File: src/rtl/down_timer_16b.sv
// One-shot down counter with an optional auto-reload mode enabled by the DOWN_TIMER_PERIODIC_EN macro.
// All outputs are registered, and expired rises N+1 clocks after a start with load N; there is no backpressure.
module down_timer_16b #(
  parameter int WIDTH = 16
) (
  input  logic             clk,
  input  logic             rst,
  input  logic             start,
  input  logic [WIDTH-1:0] load_val,
  input  logic             en,
  input  logic             abort,
  input  logic             ack,
  input  logic             periodic,
  output logic             busy,
  output logic [WIDTH-1:0] count,
  output logic             expired,
  output logic             tick
);

  typedef enum logic [1:0] {
    IDLE    = 2'd0,
    RUN     = 2'd1,
    EXPIRED = 2'd2
  } state_t;

  state_t           state_q;
  logic [WIDTH-1:0] count_q;
  logic [WIDTH-1:0] load_q;
  logic             periodic_q;
  logic             busy_q;
  logic             expired_q;
  logic             tick_q;
  logic             accept;

  // A start is taken in IDLE, or in EXPIRED together with ack for a zero-gap restart.
  assign accept = start && ((state_q == IDLE) || ((state_q == EXPIRED) && ack));

  always_ff @(posedge clk or posedge rst) begin
    if (rst) begin
      state_q    <= IDLE;
      count_q    <= '0;
      load_q     <= '0;
      periodic_q <= 1'b0;
      busy_q     <= 1'b0;
      expired_q  <= 1'b0;
      tick_q     <= 1'b0;
    end else begin
      tick_q <= 1'b0;
      if (accept) begin
        load_q     <= load_val;
        periodic_q <= periodic;
        count_q    <= load_val;
        if (load_val != '0) begin
          state_q   <= RUN;
          busy_q    <= 1'b1;
          expired_q <= 1'b0;
        end else begin
          state_q   <= EXPIRED;
          busy_q    <= 1'b0;
          expired_q <= 1'b1;
        end
      end else begin
        case (state_q)
          RUN: begin
            if (abort) begin
              state_q <= IDLE;
              count_q <= '0;
              busy_q  <= 1'b0;
            end else if (en && (count_q != '0)) begin
              if (count_q == WIDTH'(1)) begin
`ifdef DOWN_TIMER_PERIODIC_EN
                if (periodic_q) begin
                  count_q <= load_q;
                  tick_q  <= 1'b1;
                end else begin
                  state_q   <= EXPIRED;
                  count_q   <= '0;
                  busy_q    <= 1'b0;
                  expired_q <= 1'b1;
                end
`else
                state_q   <= EXPIRED;
                count_q   <= '0;
                busy_q    <= 1'b0;
                expired_q <= 1'b1;
`endif
              end else begin
                count_q <= count_q - WIDTH'(1);
              end
            end
          end
          EXPIRED: begin
            if (ack) begin
              state_q   <= IDLE;
              expired_q <= 1'b0;
              count_q   <= '0;
            end
          end
          IDLE: begin
            count_q <= '0;
          end
          default: begin
            state_q   <= IDLE;
            count_q   <= '0;
            busy_q    <= 1'b0;
            expired_q <= 1'b0;
          end
        endcase
      end
    end
  end

`ifndef DOWN_TIMER_PERIODIC_EN
  // One-shot build: the captured reload state has no consumer.
  logic cfg_unused;
  assign cfg_unused = ^{load_q, periodic_q};
`endif

  assign busy    = busy_q;
  assign count   = count_q;
  assign expired = expired_q;
  assign tick    = tick_q;

endmodule

File: config.mk
export PLATFORM = sky130hd
export DESIGN_NAME = down_timer_16b
export DESIGN_NICKNAME = d
export VERILOG_FILES = /design/src/rtl/down_timer_16b.sv
export SDC_FILE = /design/constraint.sdc
export NUM_CORES = 1
export LEC_CHECK = 0
export BUFFER_PORTS_ARGS = -buffer_cell sky130_fd_sc_hd__buf_2
export CORE_MARGIN = 4
export CORE_UTILIZATION = 40
export CTS_CLUSTER_DIAMETER = 50
export CTS_CLUSTER_SIZE = 14
export DETAILED_ROUTE_END_ITERATION = 8
export MAX_ROUTING_LAYER = met4
export PLACE_DENSITY = 0.65
export SLEW_MARGIN = 20
export SYNTH_ARGS = -nofsm -noshare
export SYNTH_HDL_FRONTEND = slang
export SYNTH_SLANG_ARGS = --single-unit
File: constraint.sdc
create_clock -name clk -period 5.4 [get_ports clk]
set_clock_uncertainty 0.2 [all_clocks]
set_input_delay 0.81 -clock clk [delete_from_list [all_inputs] [get_ports clk]]
set_output_delay 0.81 -clock clk [all_outputs]
set_load 0.05 [all_outputs]
==> results.yml, run 1 <==
run_status:
  run_status: "finished, final reports clean"
clocking:
  cts_tree: "done"
  clock-root-buffer: "sky130_fd_sc_hd__clkbuf_4"
  postCtsHoldBufs: 0
  post-cts-setup-buffer-count: 0
  cts_num_sinks: 20
  clkSlewWorstSetupHoldPaths_ns: 0.12
  post_cts.resized_instances: 0
  h_tree_level_count: 1
  clock_path_buffers: 2
  clk_latency_ns: 0.31
  cts_made_buffers: 3
timing:
  min_period_over_period_pct: 48.5
  final_max_slew_viol_count: 0
  setup_total_negative_slack_ns: 0
  post-route-min-period_ns: 2.62
  layout_setup_ws_ns: 2.78
  final-hold-violation-count: 0
  timing.final.setup_violations: 0
  rsz0062_at_grt: "false"
  slew_headroom_pct: 40.6
  max_freq_ghz: 0.382
  tightestPinTransition_ns: 0.890
power_and_ir_drop:
  netSwitchingFraction_pct: 58.8
  intPower_uw: 476
  p_leak_nw: 0.729
  power.ir.vdd_worst_mv: 0.255
  share_seq_of_total_power_pct: 28.3
  switchingPower_uw: 679
  power_density_nw_per_um2: 689
  p_clk_share_pct: 8.0
  combinationalPowerShare_pct: 63.7
logic_synthesis:
  synthesis.area_per_instance_um2: 8.77
  ys_types: 46
  netlist_instances: 163
  synth_edf_count: 0
  yosys_register_bits: 20
  ys_async_sr_fraction_pct: 100
  sequential_share_of_the_synthesized_area_pct: 35.0
  syn_nets: 189
  synth_area_um2: 1430
  area_fraction_of_the_dominant_cell_type_after_synthesis_pct: 35.0
  yosys_warnings: 0
  synth_area_leaders: "sky130_fd_sc_hd__dfrtp_1 35%, sky130_fd_sc_hd__a22oi_1 5.3%, sky130_fd_sc_hd__nor2_1 4.2%"
  ys_dominant_reg_cell: "sky130_fd_sc_hd__dfrtp_1"
  synth_top_area_cell: "sky130_fd_sc_hd__dfrtp_1"
worst_hold_path:
  worst_hold_path.num_cells: 2
  hold_path_startpoint: "count[14]"
  hold_end: "count[14]"
  holdCritPathClass: "flop to flop"
die:
  io_pins: 42
  rows: 21
  design.die.area_um2: 4590
  floorplan.die.width_um: 67.8
  chipHeight_um: 67.8
  floorplan.initialDensity_pct: 42.2
  core_region_area_um2: 3390
global_route:
  grt-busiest-layer: "met2"
  first_pass_grt_wire_length_mm: 6.60
  antenna_found_initial: 0
  gr-total-overflow: 0
  via_count_of_the_first_global_routing_pass: 1368
  met2_track_demand_over_resource_in_global_routing_pct: 30.9
  grtUsageMet1_pct: 25.4
  use_met3_pct: 4.49
  gr_util_all_layers_pct: 19.5
  grt_max_degree: 33
place:
  dpl_ws_ns: 2.54
  detailed_place_hpwl_mm: 2.95
  io_buffer_count: 39
  gp_congestion: 0.840
setup_path:
  arrival_ns: 2.63
  crit-reg2reg-capture: "count[4]"
  timing.critical_path.from_type: "flop"
  kind_of_capture_point_of_the_worst_setup_path: "flop"
  worst_path_largest_cell_delay_ns: 0.70
  worstPathRequired_ns: 5.41
  worstPathBufferInverterCount: 0
  criticalPathCategory: "flop to flop"
  setup_slack_of_the_worst_register_to_register_path_ns: 2.78
  ff2ff_path_depth: 5
  critical_path.slowest_cell: "sky130_fd_sc_hd__o21ai_4"
  cp_cell_sequence: "nor3_1, nand4_2, o21ai_4, nor4_1, a221o_1"
  critical_path_depth_in_cells: 5
  path_delay_family: "compound AO/OA/AOI/OAI gates"
  crit_path_max_fanout: 32
  rr_startpoint: "count[10]"
run:
  maxCapViolCount: 0
detailed_routing:
  wl_per_cell_um: 16.2
  drt_pre_antenna_iters: 4
  vias_per_cell: 6.00
  initialDrtViolationCount: 84
  remaining_drc_errors: 0
  num_vias: 1469
  routed_wl_mm: 3.96
  final_antenna_net_count: 0
finish:
  design.final.nets: 226
  flow.area_growth_from_synthesis_pct: 17.3
  diodes: 0
  final_cell_mix: "39 x sky130_fd_sc_hd__buf_2, 20 x sky130_fd_sc_hd__dfrtp_1, 15 x sky130_fd_sc_hd__nor2_1"
  drive_above_1_share_pct: 27.1
  final_common_cell: "sky130_fd_sc_hd__buf_2"
[per-stage QoR]
| stage | hold WS [ns] | power, mW | util, % | std cells | area, um^2 |
|---|---|---|---|---|---|
| final | 0.382 | 1.16 | 49.4 | 245 | 1680 |
| after global routing | 0.430 | 1.25 | 49.4 | 245 | 1680 |
| after CTS | 0.384 | 1.16 | 49.4 | 245 | 1670 |
| after detailed placement | 0.365 | 1.06 | 48.3 | 241 | 1640 |
| after global placement | 0.341 | 1.04 | 48.3 | 241 | 1640 |
| after floorplan | 0.392 | 0.899 | - | 163 | 1430 |
[how the worst max path moves through the flow]
stage	from	to	slack [ns]
global route	count[10]	count[4]	2.56
finish	count[10]	count[4]	2.78
detailed placement	abort	count[3]	2.54
floorplan	count[0]	count[4]	3.22
global placement	abort	count[2]	2.61
CTS	count[10]	count[4]	2.79
[power by group through the flow]
stage | sequential [mW] | combinational [mW] | clock, mW
final | 0.327 | 0.736 | 0.0920
after global routing | 0.348 | 0.801 | 0.100
after CTS | 0.325 | 0.737 | 0.0949
after detailed placement | 0.328 | 0.734 | 0
after global placement | 0.321 | 0.723 | 0
after floorplan | 0.512 | 0.387 | 0
[routing by layer]
metal	vias to the layer above	routed length, um
met3	5	216
met4	0	41
met1	717	1790
li1	704	-
met2	43	1910
met5	-	0
[cell families after synthesis]
group	after synthesis	synth area share [%]
and+or+nand+nor	60	24.0
AOI/OAI and AO/OA	59	31.3
buffers and inverters	20	6.83
DFF	20	35.0
adders and majority gates	3	2.63
other	1	0.262
[sequential cells by signal, indices dropped and copies added, names as in the netlist]
signal,count
busy,1
count,16
expired,1
state_q,2
[final cells by class]
class	instances	area, um^2
fillers	350	1710
multi-input cells	123	833
flip-flops and latches	20	500
repair buffers	40	203
well taps	46	57.6
inverters	12	45.0
clock buffers	4	36.3
[synthesized netlist by cell type, drive strengths merged, types with 3 or more instances]
| master | number |
|---|---|
| o211ai | 5 |
| nor3 | 4 |
| dfrtp | 20 |
| a22oi | 10 |
| o311ai | 4 |
| nor4 | 10 |
| nand2 | 12 |
| nor2 | 16 |
| a21oi | 11 |
| a32oi | 5 |
| ha | 3 |
| o21ai | 4 |
| o22ai | 5 |
| buf | 7 |
| or3 | 4 |
| inv | 12 |
[tightest hold or removal path, stage by stage, from the launching register on]
cell	delay (ns)
sky130_fd_sc_hd__dfrtp_1	0.42
sky130_fd_sc_hd__inv_1	0.06
sky130_fd_sc_hd__o22ai_1	0.07
No activity file was read; power rests on OpenSTA's default activity.
==> run 2: changes to the inputs <==
--- a/config.mk
+++ b/config.mk
@@ -5,6 +5,7 @@
 export SDC_FILE = /design/constraint.sdc
 export NUM_CORES = 1
 export LEC_CHECK = 0
+export ABC_AREA = 1
 export BUFFER_PORTS_ARGS = -buffer_cell sky130_fd_sc_hd__buf_2
 export CORE_MARGIN = 4
 export CORE_UTILIZATION = 40
@@ -12,7 +13,7 @@
 export CTS_CLUSTER_SIZE = 14
 export DETAILED_ROUTE_END_ITERATION = 8
 export MAX_ROUTING_LAYER = met4
-export PLACE_DENSITY = 0.65
+export PLACE_DENSITY = 0.64
 export SLEW_MARGIN = 20
 export SYNTH_ARGS = -nofsm -noshare
 export SYNTH_HDL_FRONTEND = slang
==> constraint.sdc (replaced) <==
create_clock -name clk -period 2.7 [get_ports clk]
set_clock_uncertainty 0.2 [all_clocks]
set_input_delay 0.405 -clock clk [delete_from_list [all_inputs] [get_ports clk]]
set_output_delay 0.405 -clock clk [all_outputs]
set_load 0.05 [all_outputs]
==> run 2 against run 1 <==
- synthesized cell count grew 62%
- sequential cell count is the same
- sequential power grew 86%
- worst setup slack lost 2.1 ns
- critical path depth grew 6
- largest power group unchanged
- critical path type unchanged
- worst hold slack lost 0.29 ns
==> results.yml, run 2 <==
logic_synthesis:
  synthesis.area_per_instance_um2: 6.33
  ys_async_sr_fraction_pct: 100
  ys_types: 25
  ys_top_cells_by_count: "104 x sky130_fd_sc_hd__nand2_1, 36 x sky130_fd_sc_hd__nor2_1, 27 x sky130_fd_sc_hd__inv_1"
  synth_area_um2: 1670
  yosys_register_bits: 20
  synth_edf_count: 0
  synth.most_common_cell: "sky130_fd_sc_hd__nand2_1"
  syn_nets: 290
  area_fraction_of_the_dominant_cell_type_after_synthesis_pct: 29.9
  synth_top_area_cell: "sky130_fd_sc_hd__dfrtp_1"
  netlist_instances: 264
  sequential_share_of_the_synthesized_area_pct: 29.9
  ys_dominant_reg_cell: "sky130_fd_sc_hd__dfrtp_1"
  synth_area_leaders: "sky130_fd_sc_hd__dfrtp_1 30%, sky130_fd_sc_hd__nand2_1 23%, sky130_fd_sc_hd__nor2_1 8.1%"
  yosys_warnings: 0
global_route:
  via_count_of_the_first_global_routing_pass: 1491
  first_pass_grt_wire_length_mm: 6.88
  grt_max_degree: 21
  gr-total-overflow: 0
  antenna_found_initial: 0
  gr_util_all_layers_pct: 16.7
run_status:
  run_status: "finished, final reports clean"
timing:
  post-route-min-period_ns: 1.98
  timing.final.setup_violations: 0
  slew_headroom_pct: 47.1
  final_max_slew_viol_count: 0
  rsz0062_at_grt: "false"
  setup_total_negative_slack_ns: 0
  final-hold-violation-count: 0
  layout_setup_ws_ns: 0.717
  min_period_over_period_pct: 73.4
  tightestPinTransition_ns: 0.792
  max_freq_ghz: 0.504
worst_hold_path:
  holdCritPathClass: "primary input to async pin"
detailed_routing:
  num_vias: 1670
  routed_wl_mm: 4.05
  remaining_drc_errors: 0
  vias_per_cell: 4.77
  drt_pre_antenna_iters: 4
  wl_per_cell_um: 11.6
  final_antenna_net_count: 0
  initialDrtViolationCount: 73
die:
  floorplan.die.width_um: 72.6
  chipHeight_um: 72.6
  io_pins: 42
  core_region_area_um2: 4030
  rows: 23
  floorplan.initialDensity_pct: 41.5
  design.die.area_um2: 5280
setup_path:
  cp_cell_sequence: "inv_1, ha_1, nand2_1, nor2_1, nand2_1, nand2_2, inv_2, nand3_1, nand2_1, nand2_2, nand2_1"
  kind_of_capture_point_of_the_worst_setup_path: "flop"
  timing.critical_path.from_type: "flop"
  crit_path_max_fanout: 14
  critical_path.slowest_cell: "sky130_fd_sc_hd__dfrtp_1"
  worstPathRequired_ns: 2.64
  worst_path_largest_cell_delay_ns: 0.37
  path_delay_family: "simple AND/OR/NAND/NOR gates"
  criticalPathCategory: "flop to flop"
  worst_path_most_repeated_cell: "sky130_fd_sc_hd__nand2_1"
  worstPathBufferInverterCount: 2
  arrival_ns: 1.93
run:
  maxCapViolCount: 0
place:
  detailed_place_hpwl_mm: 3.19
  gp_congestion: 0.840
  dpl_ws_ns: 0.729
  io_buffer_count: 39
power_and_ir_drop:
  power.ir.vdd_worst_mv: 0.518
  p_leak_nw: 1.12
  power_density_nw_per_um2: 1330
clocking:
  cts_made_buffers: 3
  clock-root-buffer: "sky130_fd_sc_hd__clkbuf_8"
  postCtsHoldBufs: 0
  h_tree_level_count: 1
  clk_latency_ns: 0.26
  clkSlewWorstSetupHoldPaths_ns: 0.08
  post-cts-setup-buffer-count: 0
  post_cts.resized_instances: 0
  cts_tree: "done"
  cts_num_sinks: 20
  clock_path_buffers: 2
finish:
  final_common_cell: "sky130_fd_sc_hd__nand2_1"
  flow.area_growth_from_synthesis_pct: 14.5
  final_cell_mix: "104 x sky130_fd_sc_hd__nand2_1, 39 x sky130_fd_sc_hd__buf_2, 36 x sky130_fd_sc_hd__nor2_1"
  design.final.nets: 328
  drive_above_1_share_pct: 22.7
  diodes: 0
  largest_register_ffs: 16
run 2: cell types whose count changed after synthesis, sizes merged, moves of 10 or more:
cell,change
inv,+18
nand2,+104
nor2,+27
a21oi,-11
a22oi,-10
nand3,+16
nor4,-10
o21ai,+10
run 2: cell type report:
type,instances,area (um^2)
clock buffer,3,41.3
fill,452,2110
inverter,30,115
multi-input combinational,208,1000
sequential,20,500
tap,50,62.6
timing repair buffer,39,195
run 2: cells by family (layout without fill, tap and decap cells):
family,after synthesis,after routing,synth area share (%)
AOI/OAI and AO/OA,16,16,5.84
xor gates and xnor gates,5,5,2.62
other,1,1,0.224
adders and majority gates,3,3,2.25
and+or+nand+nor,183,183,48.9
DFF,20,20,29.9
buffers and inverters,36,72,10.3
run 2: path summary, 6_finish.rpt:
path / cells after the start / start / slack, ns / to
worst max-delay path: 11 / count[1] / 0.72 / count[9]
worst min-delay path: 2 / rst / 0.09 / count[11]
worst max register to register: 11 / count[1] / 0.72 / count[9]
worst min register to register: 2 / busy / 0.27 / busy
max in group asynchronous: 2 / rst / 1.72 / count[10]
min in group clk: 5 / load_val[11] / 0.24 / count[11]
run 2: where the power goes:
group | total [mW] | switching, mW | leakage (nW) | internal [mW]
registers | 0.609 | 0.179 | 0.260 | 0.430
clock network | 0.198 | 0.0985 | 0.0216 | 0.0994
logic | 1.74 | 1.24 | 0.835 | 0.504
run 2: per-stage QoR:
step	hold WS [ns]	cell area (um^2)	power [mW]	cells	utilization, %
6_report	0.0876	1910	2.55	350	47.5
5_1_grt	0.154	1910	2.82	350	47.5
4_1_cts	0.121	1910	2.58	350	47.5
3_5_place_dp	0.264	1870	2.37	347	46.5
3_3_place_gp	0.253	1870	2.35	347	46.5
2_1_floorplan	0.169	1670	2.05	264	-
run 2: worst register-to-register path, delay by kind of cell (launching register included):
family | cells | cell delay [ns]
flip-flops | 1 | 0.37
adder cells (fa/ha/maj) | 1 | 0.18
AND/OR/NAND/NOR | 8 | 0.80
buffers and inverters | 2 | 0.31
run 2: layer usage:
layer	vias up	GRT usage [%]	wire, um
met2	37	25.7	1810
met3	6	2.20	194
met5	-	-	0
met1	743	23.5	2000
met4	0	3.69	47
li1	884	-	-
